**src/rtl/model_matrix_integer_divider_iterative_if.sv**
```systemverilog
// rtl/model_matrix_integer_divider_iterative_if.sv - operand/result bundle for the element-wise matrix divider.
// master drives sizes, operands and enables; slave is the divider.
interface model_matrix_integer_divider_iterative_if #(
    parameter int DATA_SIZE = 64
);
    logic                 START;
    logic                 READY;
    logic                 SIGNED_MODE;
    logic                 DATA_A_IN_I_ENABLE;
    logic                 DATA_A_IN_J_ENABLE;
    logic                 DATA_B_IN_I_ENABLE;
    logic                 DATA_B_IN_J_ENABLE;
    logic                 DATA_OUT_I_ENABLE;
    logic                 DATA_OUT_J_ENABLE;
    logic                 DIV_BY_ZERO;
    logic [DATA_SIZE-1:0] SIZE_I_IN;
    logic [DATA_SIZE-1:0] SIZE_J_IN;
    logic [DATA_SIZE-1:0] DATA_A_IN;
    logic [DATA_SIZE-1:0] DATA_B_IN;
    logic [DATA_SIZE-1:0] DATA_OUT;
    logic [DATA_SIZE-1:0] REST_OUT;

    modport master (
        output START, SIGNED_MODE,
        output DATA_A_IN_I_ENABLE, DATA_A_IN_J_ENABLE,
        output DATA_B_IN_I_ENABLE, DATA_B_IN_J_ENABLE,
        output SIZE_I_IN, SIZE_J_IN, DATA_A_IN, DATA_B_IN,
        input  READY, DATA_OUT_I_ENABLE, DATA_OUT_J_ENABLE, DIV_BY_ZERO,
        input  DATA_OUT, REST_OUT
    );

    modport slave (
        input  START, SIGNED_MODE,
        input  DATA_A_IN_I_ENABLE, DATA_A_IN_J_ENABLE,
        input  DATA_B_IN_I_ENABLE, DATA_B_IN_J_ENABLE,
        input  SIZE_I_IN, SIZE_J_IN, DATA_A_IN, DATA_B_IN,
        output READY, DATA_OUT_I_ENABLE, DATA_OUT_J_ENABLE, DIV_BY_ZERO,
        output DATA_OUT, REST_OUT
    );
endinterface

```
**src/rtl/model_matrix_integer_divider_iterative.sv**
```systemverilog
// rtl/model_matrix_integer_divider_iterative.sv - element-wise matrix divider, radix-2 restoring, one quotient bit per cycle.
// Signed division is built only when MODEL_MATRIX_INTEGER_DIVIDER_SIGNED_EN is defined.
module model_matrix_integer_divider_iterative #(
    parameter int DATA_SIZE    = 64,
    parameter int CONTROL_SIZE = 64
) (
    input logic                                     CLK,
    input logic                                     RST,
    model_matrix_integer_divider_iterative_if.slave bus
);

`ifdef MODEL_MATRIX_INTEGER_DIVIDER_SIGNED_EN
    localparam bit SIGNED_EN = 1'b1;
`else
    localparam bit SIGNED_EN = 1'b0;
`endif

    localparam int CW = $clog2(DATA_SIZE + 2);
    localparam int W  = (DATA_SIZE > CONTROL_SIZE) ? DATA_SIZE : CONTROL_SIZE;

    typedef enum logic [2:0] {
        IDLE,
        LOAD_I,
        LOAD_J,
        DIVIDE,
        OUTPUT
    } state_t;

    state_t                state_q, state_d;
    logic [DATA_SIZE-1:0]  size_i_q, size_i_d;
    logic [DATA_SIZE-1:0]  size_j_q, size_j_d;
    logic [CONTROL_SIZE-1:0] i_q, i_d;
    logic [CONTROL_SIZE-1:0] j_q, j_d;
    logic [DATA_SIZE-1:0]  a_q, a_d;
    logic [DATA_SIZE-1:0]  b_q, b_d;
    logic                  a_vld_q, a_vld_d;
    logic                  b_vld_q, b_vld_d;
    logic [DATA_SIZE-1:0]  quo_q, quo_d;
    logic [DATA_SIZE-1:0]  rem_q, rem_d;
    logic [CW-1:0]         cnt_q, cnt_d;
    logic                  signed_q, signed_d;
    logic                  neg_quo_q, neg_quo_d;
    logic                  neg_rem_q, neg_rem_d;
    logic [DATA_SIZE-1:0]  data_out_q, data_out_d;
    logic [DATA_SIZE-1:0]  rest_out_q, rest_out_d;
    logic                  out_j_en_q, out_j_en_d;
    logic                  out_i_en_q, out_i_en_d;
    logic                  ready_q, ready_d;
    logic                  dbz_q, dbz_d;

    logic                  a_en;
    logic                  b_en;
    logic                  neg_a;
    logic                  neg_b;
    logic                  i_last;
    logic                  j_last;
    logic [DATA_SIZE:0]    shifted;
    logic [DATA_SIZE:0]    diff;

    assign a_en = (state_q == LOAD_I) ? bus.DATA_A_IN_I_ENABLE
                                      : ((state_q == LOAD_J) & bus.DATA_A_IN_J_ENABLE);
    assign b_en = (state_q == LOAD_I) ? bus.DATA_B_IN_I_ENABLE
                                      : ((state_q == LOAD_J) & bus.DATA_B_IN_J_ENABLE);

    assign neg_a = signed_q & a_q[DATA_SIZE-1];
    assign neg_b = signed_q & b_q[DATA_SIZE-1];

    // Sizes are never zero once a matrix is running, so size-1 cannot wrap.
    assign i_last = (W'(i_q) == (W'(size_i_q) - W'(1)));
    assign j_last = (W'(j_q) == (W'(size_j_q) - W'(1)));

    // Partial remainder is one bit wider than the operands; a set MSB of diff means "restore".
    assign shifted = {rem_q, quo_q[DATA_SIZE-1]};
    assign diff    = shifted - {1'b0, b_q};

    always_comb begin
        state_d    = state_q;
        size_i_d   = size_i_q;
        size_j_d   = size_j_q;
        i_d        = i_q;
        j_d        = j_q;
        a_d        = a_q;
        b_d        = b_q;
        a_vld_d    = a_vld_q;
        b_vld_d    = b_vld_q;
        quo_d      = quo_q;
        rem_d      = rem_q;
        cnt_d      = cnt_q;
        signed_d   = signed_q;
        neg_quo_d  = neg_quo_q;
        neg_rem_d  = neg_rem_q;
        data_out_d = data_out_q;
        rest_out_d = rest_out_q;
        out_j_en_d = 1'b0;
        out_i_en_d = 1'b0;
        ready_d    = 1'b0;
        dbz_d      = dbz_q;

        case (state_q)
            IDLE: begin
                if (bus.START) begin
                    size_i_d = bus.SIZE_I_IN;
                    size_j_d = bus.SIZE_J_IN;
                    signed_d = bus.SIGNED_MODE & SIGNED_EN;
                    dbz_d    = 1'b0;
                    i_d      = '0;
                    j_d      = '0;
                    if ((bus.SIZE_I_IN == '0) || (bus.SIZE_J_IN == '0)) begin
                        ready_d = 1'b1;
                    end else begin
                        state_d = LOAD_I;
                    end
                end
            end

            LOAD_I, LOAD_J: begin
                if (a_en) begin
                    a_d     = bus.DATA_A_IN;
                    a_vld_d = 1'b1;
                end
                if (b_en) begin
                    b_d     = bus.DATA_B_IN;
                    b_vld_d = 1'b1;
                end
                if (a_vld_d && b_vld_d) begin
                    a_vld_d = 1'b0;
                    b_vld_d = 1'b0;
                    cnt_d   = '0;
                    state_d = DIVIDE;
                end
            end

            DIVIDE: begin
                if (cnt_q == '0) begin
                    if (b_q == '0) begin
                        quo_d   = '1;
                        rem_d   = a_q;
                        dbz_d   = 1'b1;
                        state_d = OUTPUT;
                    end else begin
                        // Divide magnitudes; signs are restored in the fix-up step.
                        quo_d     = neg_a ? -a_q : a_q;
                        b_d       = neg_b ? -b_q : b_q;
                        neg_quo_d = neg_a ^ neg_b;
                        neg_rem_d = neg_a;
                        rem_d     = '0;
                        cnt_d     = CW'(1);
                    end
                end else if (cnt_q <= CW'(DATA_SIZE)) begin
                    if (diff[DATA_SIZE]) begin
                        rem_d = shifted[DATA_SIZE-1:0];
                        quo_d = {quo_q[DATA_SIZE-2:0], 1'b0};
                    end else begin
                        rem_d = diff[DATA_SIZE-1:0];
                        quo_d = {quo_q[DATA_SIZE-2:0], 1'b1};
                    end
                    if (cnt_q == CW'(DATA_SIZE)) begin
                        if (signed_q) begin
                            cnt_d = cnt_q + CW'(1);
                        end else begin
                            state_d = OUTPUT;
                        end
                    end else begin
                        cnt_d = cnt_q + CW'(1);
                    end
                end else begin
                    if (neg_quo_q) begin
                        quo_d = -quo_q;
                    end
                    if (neg_rem_q) begin
                        rem_d = -rem_q;
                    end
                    state_d = OUTPUT;
                end
            end

            OUTPUT: begin
                data_out_d = quo_q;
                rest_out_d = rem_q;
                out_j_en_d = 1'b1;
                out_i_en_d = j_last;
                ready_d    = j_last & i_last;
                if (!j_last) begin
                    j_d     = j_q + CONTROL_SIZE'(1);
                    state_d = LOAD_J;
                end else if (!i_last) begin
                    j_d     = '0;
                    i_d     = i_q + CONTROL_SIZE'(1);
                    state_d = LOAD_I;
                end else begin
                    state_d = IDLE;
                end
            end

            default: state_d = IDLE;
        endcase
    end

    always_ff @(posedge CLK or negedge RST) begin
        if (!RST) begin
            state_q    <= IDLE;
            size_i_q   <= '0;
            size_j_q   <= '0;
            i_q        <= '0;
            j_q        <= '0;
            a_q        <= '0;
            b_q        <= '0;
            a_vld_q    <= 1'b0;
            b_vld_q    <= 1'b0;
            quo_q      <= '0;
            rem_q      <= '0;
            cnt_q      <= '0;
            signed_q   <= 1'b0;
            neg_quo_q  <= 1'b0;
            neg_rem_q  <= 1'b0;
            data_out_q <= '0;
            rest_out_q <= '0;
            out_j_en_q <= 1'b0;
            out_i_en_q <= 1'b0;
            ready_q    <= 1'b0;
            dbz_q      <= 1'b0;
        end else begin
            state_q    <= state_d;
            size_i_q   <= size_i_d;
            size_j_q   <= size_j_d;
            i_q        <= i_d;
            j_q        <= j_d;
            a_q        <= a_d;
            b_q        <= b_d;
            a_vld_q    <= a_vld_d;
            b_vld_q    <= b_vld_d;
            quo_q      <= quo_d;
            rem_q      <= rem_d;
            cnt_q      <= cnt_d;
            signed_q   <= signed_d;
            neg_quo_q  <= neg_quo_d;
            neg_rem_q  <= neg_rem_d;
            data_out_q <= data_out_d;
            rest_out_q <= rest_out_d;
            out_j_en_q <= out_j_en_d;
            out_i_en_q <= out_i_en_d;
            ready_q    <= ready_d;
            dbz_q      <= dbz_d;
        end
    end

    assign bus.DATA_OUT          = data_out_q;
    assign bus.REST_OUT          = rest_out_q;
    assign bus.DATA_OUT_J_ENABLE = out_j_en_q;
    assign bus.DATA_OUT_I_ENABLE = out_i_en_q;
    assign bus.READY             = ready_q;
    assign bus.DIV_BY_ZERO       = dbz_q;

endmodule

```
**src/flat_wrapper.sv**
```systemverilog
// flat-port wrapper written by rule: the top's interface ports become plain ports
module model_matrix_integer_divider_iterative_flat 
#(
    parameter int DATA_SIZE    = 64,
    parameter int CONTROL_SIZE = 64
)
  (CLK, RST, bus_START, bus_SIGNED_MODE, bus_DATA_A_IN_I_ENABLE, bus_DATA_A_IN_J_ENABLE, bus_DATA_B_IN_I_ENABLE, bus_DATA_B_IN_J_ENABLE, bus_SIZE_I_IN, bus_SIZE_J_IN, bus_DATA_A_IN, bus_DATA_B_IN, bus_READY, bus_DATA_OUT_I_ENABLE, bus_DATA_OUT_J_ENABLE, bus_DIV_BY_ZERO, bus_DATA_OUT, bus_REST_OUT);
  model_matrix_integer_divider_iterative_if #(.DATA_SIZE(DATA_SIZE)) bus_i ();
  input logic CLK;
  input logic RST;
  input wire logic [$bits(bus_i.START)-1:0] bus_START;
  input wire logic [$bits(bus_i.SIGNED_MODE)-1:0] bus_SIGNED_MODE;
  input wire logic [$bits(bus_i.DATA_A_IN_I_ENABLE)-1:0] bus_DATA_A_IN_I_ENABLE;
  input wire logic [$bits(bus_i.DATA_A_IN_J_ENABLE)-1:0] bus_DATA_A_IN_J_ENABLE;
  input wire logic [$bits(bus_i.DATA_B_IN_I_ENABLE)-1:0] bus_DATA_B_IN_I_ENABLE;
  input wire logic [$bits(bus_i.DATA_B_IN_J_ENABLE)-1:0] bus_DATA_B_IN_J_ENABLE;
  input wire logic [$bits(bus_i.SIZE_I_IN)-1:0] bus_SIZE_I_IN;
  input wire logic [$bits(bus_i.SIZE_J_IN)-1:0] bus_SIZE_J_IN;
  input wire logic [$bits(bus_i.DATA_A_IN)-1:0] bus_DATA_A_IN;
  input wire logic [$bits(bus_i.DATA_B_IN)-1:0] bus_DATA_B_IN;
  output wire logic [$bits(bus_i.READY)-1:0] bus_READY;
  output wire logic [$bits(bus_i.DATA_OUT_I_ENABLE)-1:0] bus_DATA_OUT_I_ENABLE;
  output wire logic [$bits(bus_i.DATA_OUT_J_ENABLE)-1:0] bus_DATA_OUT_J_ENABLE;
  output wire logic [$bits(bus_i.DIV_BY_ZERO)-1:0] bus_DIV_BY_ZERO;
  output wire logic [$bits(bus_i.DATA_OUT)-1:0] bus_DATA_OUT;
  output wire logic [$bits(bus_i.REST_OUT)-1:0] bus_REST_OUT;
  assign bus_i.START = bus_START;
  assign bus_i.SIGNED_MODE = bus_SIGNED_MODE;
  assign bus_i.DATA_A_IN_I_ENABLE = bus_DATA_A_IN_I_ENABLE;
  assign bus_i.DATA_A_IN_J_ENABLE = bus_DATA_A_IN_J_ENABLE;
  assign bus_i.DATA_B_IN_I_ENABLE = bus_DATA_B_IN_I_ENABLE;
  assign bus_i.DATA_B_IN_J_ENABLE = bus_DATA_B_IN_J_ENABLE;
  assign bus_i.SIZE_I_IN = bus_SIZE_I_IN;
  assign bus_i.SIZE_J_IN = bus_SIZE_J_IN;
  assign bus_i.DATA_A_IN = bus_DATA_A_IN;
  assign bus_i.DATA_B_IN = bus_DATA_B_IN;
  assign bus_READY = bus_i.READY;
  assign bus_DATA_OUT_I_ENABLE = bus_i.DATA_OUT_I_ENABLE;
  assign bus_DATA_OUT_J_ENABLE = bus_i.DATA_OUT_J_ENABLE;
  assign bus_DIV_BY_ZERO = bus_i.DIV_BY_ZERO;
  assign bus_DATA_OUT = bus_i.DATA_OUT;
  assign bus_REST_OUT = bus_i.REST_OUT;
  model_matrix_integer_divider_iterative #(.DATA_SIZE(DATA_SIZE), .CONTROL_SIZE(CONTROL_SIZE)) u_core (.CLK(CLK), .RST(RST), .bus(bus_i));
endmodule
```
**config.mk**
```make
export PLATFORM = sky130hd
export DESIGN_NAME = model_matrix_integer_divider_iterative_flat
export DESIGN_NICKNAME = d
export VERILOG_FILES = /design/src/rtl/model_matrix_integer_divider_iterative_if.sv /design/src/rtl/model_matrix_integer_divider_iterative.sv /design/src/flat_wrapper.sv
export SDC_FILE = /design/constraint.sdc
export NUM_CORES = 2
export LEC_CHECK = 0
export ABC_AREA = 1
export ABC_CLOCK_PERIOD_IN_PS = 8400
export CAP_MARGIN = 20
export CORE_MARGIN = 5
export CORE_UTILIZATION = 40
export CTS_CLUSTER_SIZE = 10
export DETAILED_ROUTE_END_ITERATION = 16
export GPL_ROUTABILITY_DRIVEN = 0
export PLACE_DENSITY_LB_ADDON = 0.05
export SYNTH_ARGS = -nofsm -noshare
export SYNTH_HDL_FRONTEND = slang
export SYNTH_SLANG_ARGS = --single-unit
```
**constraint.sdc**
```tcl
create_clock -name CLK -period 8.4 [get_ports CLK]
set_input_delay 2.52 -clock CLK [delete_from_list [all_inputs] [get_ports CLK]]
set_output_delay 2.52 -clock CLK [all_outputs]
set_load 0.02 [all_outputs]
```
==> out/metrics.cfg <==
[outcome]
outcome=completed

[critical_path]
cp_common_cell=nand2_1
worstPathArrival_ps=5700
slowest_stage=nand3_4
cpPeakStageDelay_ps=880
cp-start-kind=flop
path_class=flop to flop
path_cells=inv_1 -> ha_1 -> nand2_2 -> nor2_1 -> nand2_1 -> nor2_1 -> nand2_1 -> nand2_1 -> nand2_1 -> nand2_1 -> nand2_1 -> nor2_1 -> nand2_1 -> nor2_1 -> nand2_1 -> nor2_1 -> nand3_2 -> nand3_4 -> nand2_1 -> nand2_1
cp-end-kind=flop
cp_max_fo=64
required_ps=9000

[logic_synthesis]
yosys.area.top_type=dfrtp_1
synthFlopType=dfrtp_1
syn-cell-area_mm2=0.0443
yosysWarnings=0
synth.area.top_cells=dfrtp_1, nand2_1, nor2_1, inv_1, o21ai_0
synth_commonest_cells=nand2_1, nor2_1, inv_1
yosysSeqAreaShare_pct=37.1
syn-num-nets=6996
netlist.area_leader.share_pct=37.1
synth.distinct_cells=53
async_flop_share_pct=100
synth-edff-count=0
synth-seq-cells=656
syn_inst=6661
synth.most_common_cell=nand2_1
syn_area_per_cell_um2=6.64

[sta]
maxSlewHeadroom_pct=31.8
hold_viol=0
setup_slack_ps=3300
fin_crit_sh_pct=60.7
setup_violations=0
finalCriticalPeriod_ps=5100
skew_ps=58.8
hold-worst-slack_ps=482
setup_tns_ps=0
grt_setup_unrepaired=false
max_clock_freq_mhz=196
worstMarginPinSlew_ps=1020
slew_violations=0

[global_route]
gr-usage-met3_pct=6.26
grt_usage_pct=29.5
grt_pass1_vias=44000
grt_overflow=0
grt_pass1_wl_mm=266
antenna_found_initial=19
grt_max_degree=154
top_usage_layer=met2
grt_use_met1_pct=39.8
grtUsageMet2_pct=46.6

[cells_and_area]
area_growth_syn_to_layout_pct=17.5
drive_gt1_share_pct=3.07
fin_nets=7278
final_cells=8481

[detailed_routing]
vias=45300
vias_per_cell=5.34
drtIter0Drc=4200
drt-total-wl_mm=178
ant_nets=0
drc_errors=0
drt-pass1-iter-count=7
wl_per_cell_um=21.0

[power]
powerDensity_mw_per_mm2=361
vdd_drop_max_v=0.000238
p_leak_nw=23.8

[floorplan]
die-area_mm2=0.117
ios=396
initial_utilization_pct=40.2
die_w_um=343
dieHeight_um=343
coreArea_mm2=0.110
rows=122

[placed_design]
post-place-cells=8348
dp_hpwl_mm=139
port-buffer-count=394
place_ws_ps=2990

[cts]
cts.sinks=656
clock_path_buffers=3
cts_setup_buffers=0
cts_max_level=3
cts-root-buf=clkbuf_16
hold_buffers=0
ctsResizeCount=0
path_clk_slew_ps=60
cts_tree=done
clkLatencyLatePin_ps=690
cts_made_buffers=81

[min_path]
min_path_type=flop to flop

[run]
drv_cap=0

==> state kept, by name, summed over array words and instances (netlist names) <==
name,count
u_core.a_q,64
u_core.a_vld_q,1
u_core.b_q,64
u_core.b_vld_q,1
u_core.bus.DATA_OUT,64
u_core.bus.DATA_OUT_I_ENABLE,1
u_core.bus.DATA_OUT_J_ENABLE,1
u_core.bus.DIV_BY_ZERO,1
u_core.bus.READY,1
u_core.bus.REST_OUT,64
u_core.cnt_q,7
u_core.i_q,64
u_core.j_q,64
u_core.quo_q,64
u_core.rem_q,64
u_core.size_i_q,64
u_core.size_j_q,64
u_core.state_q,3
==> per-stage QoR <==
| step | util (%) | total power [mW] | area (um2) |
|---|---|---|---|
| floorplan | - | 11.8 | 44300 |
| global placement | 44.9 | 15.1 | 49400 |
| detailed placement | 44.9 | 15.2 | 49400 |
| CTS | 47.1 | 18.8 | 52000 |
| global route | 47.2 | 20.2 | 52000 |
| finish | 47.2 | 18.8 | 52000 |
==> cell type report <==
cell class | count | area [um2]
Fill cell | 11700 | 58200
Multi-Input combinational cell | 4985 | 23900
Sequential cell | 656 | 16400
Timing Repair Buffer | 424 | 4220
Inverter | 795 | 3000
Clock buffer | 104 | 2220
Tap cell | 1488 | 1860
Clock inverter | 15 | 304
Antenna cell | 14 | 35.0
==> logic make-up after synthesis <==
family / Yosys count / synth area share, %
and+or+nand+nor: 3818 / 36.1
buffers and inverters: 1020 / 8.97
AOI/OAI and AO/OA: 850 / 10.9
DFF: 656 / 37.1
xor gates and xnor gates: 245 / 4.88
adders and majority gates: 71 / 2.02
muxes: 1 / 0.0254
==> placed cells by master, fill, tap and decap left out, drive strengths merged, types with 14 or more instances in the layout <==
cell,count
xor2,165
a22oi,41
inv,795
o211ai,17
a21oi,160
nor3,98
o221ai,63
nand4,164
nor4,58
clkdlybuf4s50,393
diode,14
nand3b,32
nand2,2105
dfrtp,656
clkbuf,104
o21ai,497
ha,70
o21bai,17
xnor2,79
buf,31
nand3,439
a21o,17
nor2,890
==> final timing paths <==
kind                                    startpoint                       to  slack, ps  cells after the start
min                        u_core.bus.DATA_OUT[34]  u_core.bus.DATA_OUT[34]        480                      2
max reg2reg                     u_core.size_i_q[0]            u_core.i_q[4]       3300                     20
max in group asynchronous                      RST           u_core.a_q[51]       5140                      2
min in group asynchronous                      RST       u_core.size_j_q[4]       1820                      1
max                             u_core.size_i_q[0]            u_core.i_q[4]       3300                     20
min reg2reg                u_core.bus.DATA_OUT[34]  u_core.bus.DATA_OUT[34]        480                      2
==> layer usage <==
metal,routed length [um],part of all wire (%)
met1,77500,44
met2,78600,44
met3,14100,7.9
met4,7730,4.3
met5,77,0.043
==> worst max-delay path, delay by kind of cell (launching register included) <==
kind	cells	cell delay, ps
adders and majority gates	1	490
DFF	1	370
buffers and inverters	1	160
and+or+nand+nor	18	3950
==> power breakdown <==
group | switching [mW] | leakage [nW] | internal (mW) | total (mW)
clock | 1.47 | 1.23 | 1.98 | 3.45
combinational | 6.90 | 14.1 | 3.21 | 10.1
sequential | 1.04 | 8.51 | 4.19 | 5.23
total | 9.41 | 23.8 | 9.39 | 18.8
Power figures use the tool's default switching activity.
